<file path="config.mk">
export PLATFORM = sky130hd
export DESIGN_NAME = uart_line_rx
export DESIGN_NICKNAME = d
export VERILOG_FILES = /design/src/rtl/uart_line_rx.sv
export SDC_FILE = /design/constraint.sdc
export NUM_CORES = 1
export LEC_CHECK = 0
export ABC_CLOCK_PERIOD_IN_PS = 3300
export CORE_MARGIN = 3
export CORE_UTILIZATION = 37
export DETAILED_ROUTE_END_ITERATION = 16
export PLACE_DENSITY = 0.63
export SETUP_SLACK_MARGIN = 0.15
export SYNTH_ARGS = -nofsm -noshare
export SYNTH_HDL_FRONTEND = slang
export SYNTH_SLANG_ARGS = --single-unit
export TNS_END_PERCENT = 100
</file>
<file path="constraint.sdc">
create_clock -name clk -period 3.3 [get_ports clk]
set_input_delay 0.66 -clock clk [delete_from_list [all_inputs] [get_ports clk]]
set_output_delay 0.66 -clock clk [all_outputs]
set_load 0.1 [all_outputs]
</file>
<file path="src/rtl/uart_line_rx.sv">
// uart_line_rx: ROT13 undo plus CR/LF collapse into a FWFT FIFO with counted overruns
module uart_line_rx #(
   parameter int DEPTH = 8,
   parameter bit ROT13 = 1'b1,
   parameter int DROP_W = 8
) (
   input  logic              clk,
   input  logic              rst,
   input  logic              rcv,
   input  logic [7:0]        data,
   output logic [7:0]        out_data,
   output logic              out_valid,
   input  logic              out_ready,
   output logic              overflow,
   output logic [DROP_W-1:0] drop_cnt
);
   localparam int AW = $clog2(DEPTH);
   typedef enum logic {IDLE, AFTER_CR} state_t;
   state_t state;
   logic [7:0] mem [DEPTH];
   logic [AW-1:0] rdPtr, wrPtr;
   logic [AW:0] count;
   logic [7:0] rotByte, pushByte;
   logic pushReq, pop, push, drop;
   always_comb begin
      rotByte = !ROT13 ? data :
                ((data >= 8'h41 && data <= 8'h4D) || (data >= 8'h61 && data <= 8'h6D)) ? data + 8'd13 :
                ((data >= 8'h4E && data <= 8'h5A) || (data >= 8'h6E && data <= 8'h7A)) ? data - 8'd13 : data;
      pushByte = rotByte == 8'h0A ? 8'h0D : rotByte;
      pushReq = rcv && !(state == AFTER_CR && rotByte == 8'h0A);
      pop = out_valid && out_ready;
      push = pushReq && (!count[AW] || pop);
      drop = pushReq && !push;
   end
   assign out_valid = |count;
   assign out_data = mem[rdPtr];
   always_ff @(posedge clk) begin
      if (rst) begin
         state <= IDLE;
         rdPtr <= '0;
         wrPtr <= '0;
         count <= '0;
         overflow <= 1'b0;
         drop_cnt <= '0;
      end else begin
         if (rcv) state <= rotByte == 8'h0D ? AFTER_CR : IDLE;
         if (push) wrPtr <= wrPtr + AW'(1);
         if (pop) rdPtr <= rdPtr + AW'(1);
         count <= count + {{AW{1'b0}}, push} - {{AW{1'b0}}, pop};
         if (drop) begin
            overflow <= 1'b1;
            if (!(&drop_cnt)) drop_cnt <= drop_cnt + DROP_W'(1);
         end
      end
   end
   always_ff @(posedge clk) if (push && !rst) mem[wrPtr] <= pushByte;
endmodule
</file>
==> impl_metrics.csv <==
group,metric,value,unit
synthesis,syn-mean-instance-area,13.55,sq um
worst_setup_path,crit_arrival,3.38,ns
floorplanning,ios,30,
synthesis,syn_area,4065,sq um
timing,finalClockSkew,0.01266,ns
floorplanning,die_x,110.8,um
synthesis,netlist-cell-type-count,56,
global_routing,grtUsageTotal,14.31,%
worst_setup_path,crit_path_end_kind,"register",
global_routing,grt.overflow.total,0,
pwr,seqPwrFrac,36.6,%
pwr,power-per-cell-area,641.0,nW/um^2
timing,tightest_slew,0.5274,ns
detailed_routing,dr.pass1.iters,4,
worst_setup_path,path_max_fanout,11,
cells_and_area,diodes,0,
placement,io_buffers,29,
timing,rsz0062_at_grt,"yes",
cells_and_area,finalNetCount,402,
worst_setup_path,cp_slowest_stage_delay,0.45,ns
clock_tree,htree_num_levels,3,
clock_tree,hold_buffers,0,
worst_setup_path,cp_common_cell,"nor2b_1",
timing,hold_ws,0.4776,ns
floorplanning,core_area,10510,sq um
floorplanning,dieArea,12280,sq um
cells_and_area,fin_cells,518,
detailed_routing,drc,0,
pwr,ir_worst_vdd,0.6003,mV
synthesis,synth_seq_area_share,58.60,%
synthesis,synth_ff_type,"edfxtp_1",
detailed_routing,via_per_inst,5.239,
timing,timing.final.crit_share,94.80,%
clock_tree,cts_tree,"built",
worst_setup_path,startpoint_type,"input pin",
synthesis,synthesis.nets,325,
timing,hold_viol,0,
pwr,power.share.switching,35.73,%
cells_and_area,layout-drive-gt1-share,41.36,%
cells_and_area,syn_to_final_growth,35.18,%
detailed_routing,wire_per_inst,16.69,um
clock_tree,path_clk_slew,0.09,ns
run_status,outcome,"finished clean",
pwr,p_comb_share,39.2,%
synthesis,synthArstFlopShare,0,%
cells_and_area,layout_commonest_cell,"edfxtp_1",
floorplanning,rows,37,
detailed_routing,via_count,2714,
detailed_routing,ant_nets,0,
pwr,cellInternalPower,2.264,mW
global_routing,grt_pass1_vias,2796,
timing,finalSetupViolations,0,
worst_setup_path,crit_required,3.55,ns
pwr,switching_power,1.259,mW
synthesis,yosysWarningCount,0,
synthesis,syn_inst,300,
placement,hpwl,5.670,mm
timing,timing.final.ws_setup,0.1716,ns
floorplanning,initial_core_util,38.68,%
worst_setup_path,path_cells,"clkdlybuf4s50_1 > buf_4 > nor2b_1 > o2111ai_2 > o311ai_4 > a22oi_2 > nor4_2 > nor2_1 > inv_1 > ha_1 > inv_2 > ha_4 > fa_2 > nor2b_1",
worst_setup_path,criticalPathCategory,"input pin to register",
timing,period_minus_slack,3.128,ns
synthesis,synth_edf_count,64,
clock_tree,clkLatencyLatePin,0.35,ns
timing,max_freq,319.7,MHz
global_routing,grt_max_degree,18,
timing,drv_slew,0,
clock_tree,clk_path_buf_depth,2,
run,maxCapViolCount,0,
placement,globalplace.congestion,0.8609,
worst_setup_path,critPathSlowestCell,"clkdlybuf4s50_1",
synthesis,ys_ff_latch,87,
clock_tree,numCtsBuffers,9,
clock_tree,cts-root-buf,"clkbuf_8",
pwr,p_leak,1.943,nW
pwr,clkPwrFrac,24.2,%
min_path,worstHoldPathType,"register to register",
clock_tree,cts_sinks,87,
placement,dp_cells,488,
placement,post-place-ws,-0.8325,ns
detailed_routing,dr.first_iter.drc_count,150,
floorplanning,die-height,110.8,um
global_routing,antenna_found_initial,0,
detailed_routing,finalWirelength,8.645,mm
global_routing,grt_pass1_wl,13.96,mm
timing,max-slew-margin-rel,64.67,%
cells_and_area,final_cell_mix,"64 x edfxtp_1, 57 x buf_4, 23 x dfxtp_1",
## state kept, by name (all words and copies together) (netlist names), named ones only
| signal | cells |
|---|---|
| overflow | 1 |
| mem | 64 |
| state | 1 |
| count | 4 |
| wrPtr | 3 |
| drop_cnt | 8 |
| rdPtr | 3 |
## routing by layer
layer	vias up	track usage, %	share of wire, %
met5	-	0	0
li1	1300	-	-
met4	0	3.941	0.99
met3	9	3.985	4.3
met1	1345	18.53	43
met2	60	23.62	51
## synth_stat cells, types with 4 or more instances
cell type	instances	area, sq um
edfxtp_1	64	1922
nor2_1	27	101.4
dfxtp_1	23	460.4
mux4_2	16	360.4
nand2_1	13	48.80
ha_1	12	150.1
inv_1	12	45.04
a21oi_1	10	50.05
nor2b_1	10	62.56
clkbuf_1	9	33.78
mux2_2	8	90.09
nand2b_1	7	43.79
nor3_1	6	30.03
mux2_1	5	56.30
nand4_1	5	31.28
a31oi_1	4	25.02
buf_2	4	20.02
nor3b_1	4	30.03
nor4_1	4	25.02
o21ai_1	4	20.02
xnor2_1	4	35.03
## final timing paths
check / slack [ns] / from / endpoint / cells past startpoint
setup / recovery: 0.17 / data[7] / count[1] / 14
hold / removal: 0.48 / state / state / 2
setup reg to reg: 0.76 / count[2] / count[1] / 13
hold reg to reg: 0.48 / state / state / 2
## final cells by class
| type | count | area, sq um |
|---|---|---|
| well taps | 136 | 170.2 |
| clock buffers | 9 | 123.9 |
| inverters | 12 | 52.55 |
| multi-input cells | 185 | 1848 |
| repair buffers | 82 | 803.3 |
| fillers | 869 | 5014 |
| flip-flops and latches | 87 | 2382 |
| clock inverters | 7 | 115.1 |
## through the flow
step | power (mW) | instance area (sq um) | TNS (ns) | util, %
5_1_grt | 3.689 | 5495 | 0 | 52.29
3_3_place_gp | 2.613 | 4866 | -43.84 | 46.30
4_1_cts | 3.520 | 5341 | 0 | 50.83
2_1_floorplan | 2.233 | 4123 | -0.2784 | -
3_5_place_dp | 2.626 | 4866 | -58.15 | 46.30
6_report | 3.523 | 5495 | 0 | 52.29
## power groups by stage
stage	logic [mW]	registers [mW]	clock network, mW
global route	1.48	1.30	0.916
floorplan	0.898	1.33	0
global placement	1.31	1.31	0
finish	1.38	1.29	0.852
CTS	1.36	1.29	0.876
detailed placement	1.32	1.31	0
## worst max-delay path: cells and delay by family
kind                     cells  cell delay (ns)
AND/OR/NAND/NOR              4             0.65
AO/OA/AOI/OAI                3             0.51
buffers and inverters        4             0.77
adder cells (fa/ha/maj)      3             0.78
## logic make-up (layout without fill, tap and decap cells)
group | Yosys count | count (layout) | share of synthesized area (%)
xor gates and xnor gates | 5 | 5 | 1.077
adders and majority gates | 13 | 13 | 4.186
DFF | 87 | 87 | 58.60
and+or+nand+nor | 97 | 97 | 13.11
muxes | 30 | 30 | 12.71
AOI/OAI and AO/OA | 40 | 40 | 7.603
buffers and inverters | 28 | 110 | 2.708
## timing repair
| action | 4_1_cts | 5_1_grt |
|---|---|---|
| endpoints found under the setup margin | 71 | 65 |
| pin swaps | 12 | 17 |
| gates resized for setup | 37 | 28 |
| buffers inserted | 11 | 3 |
(Power assumes the default switching activity.)
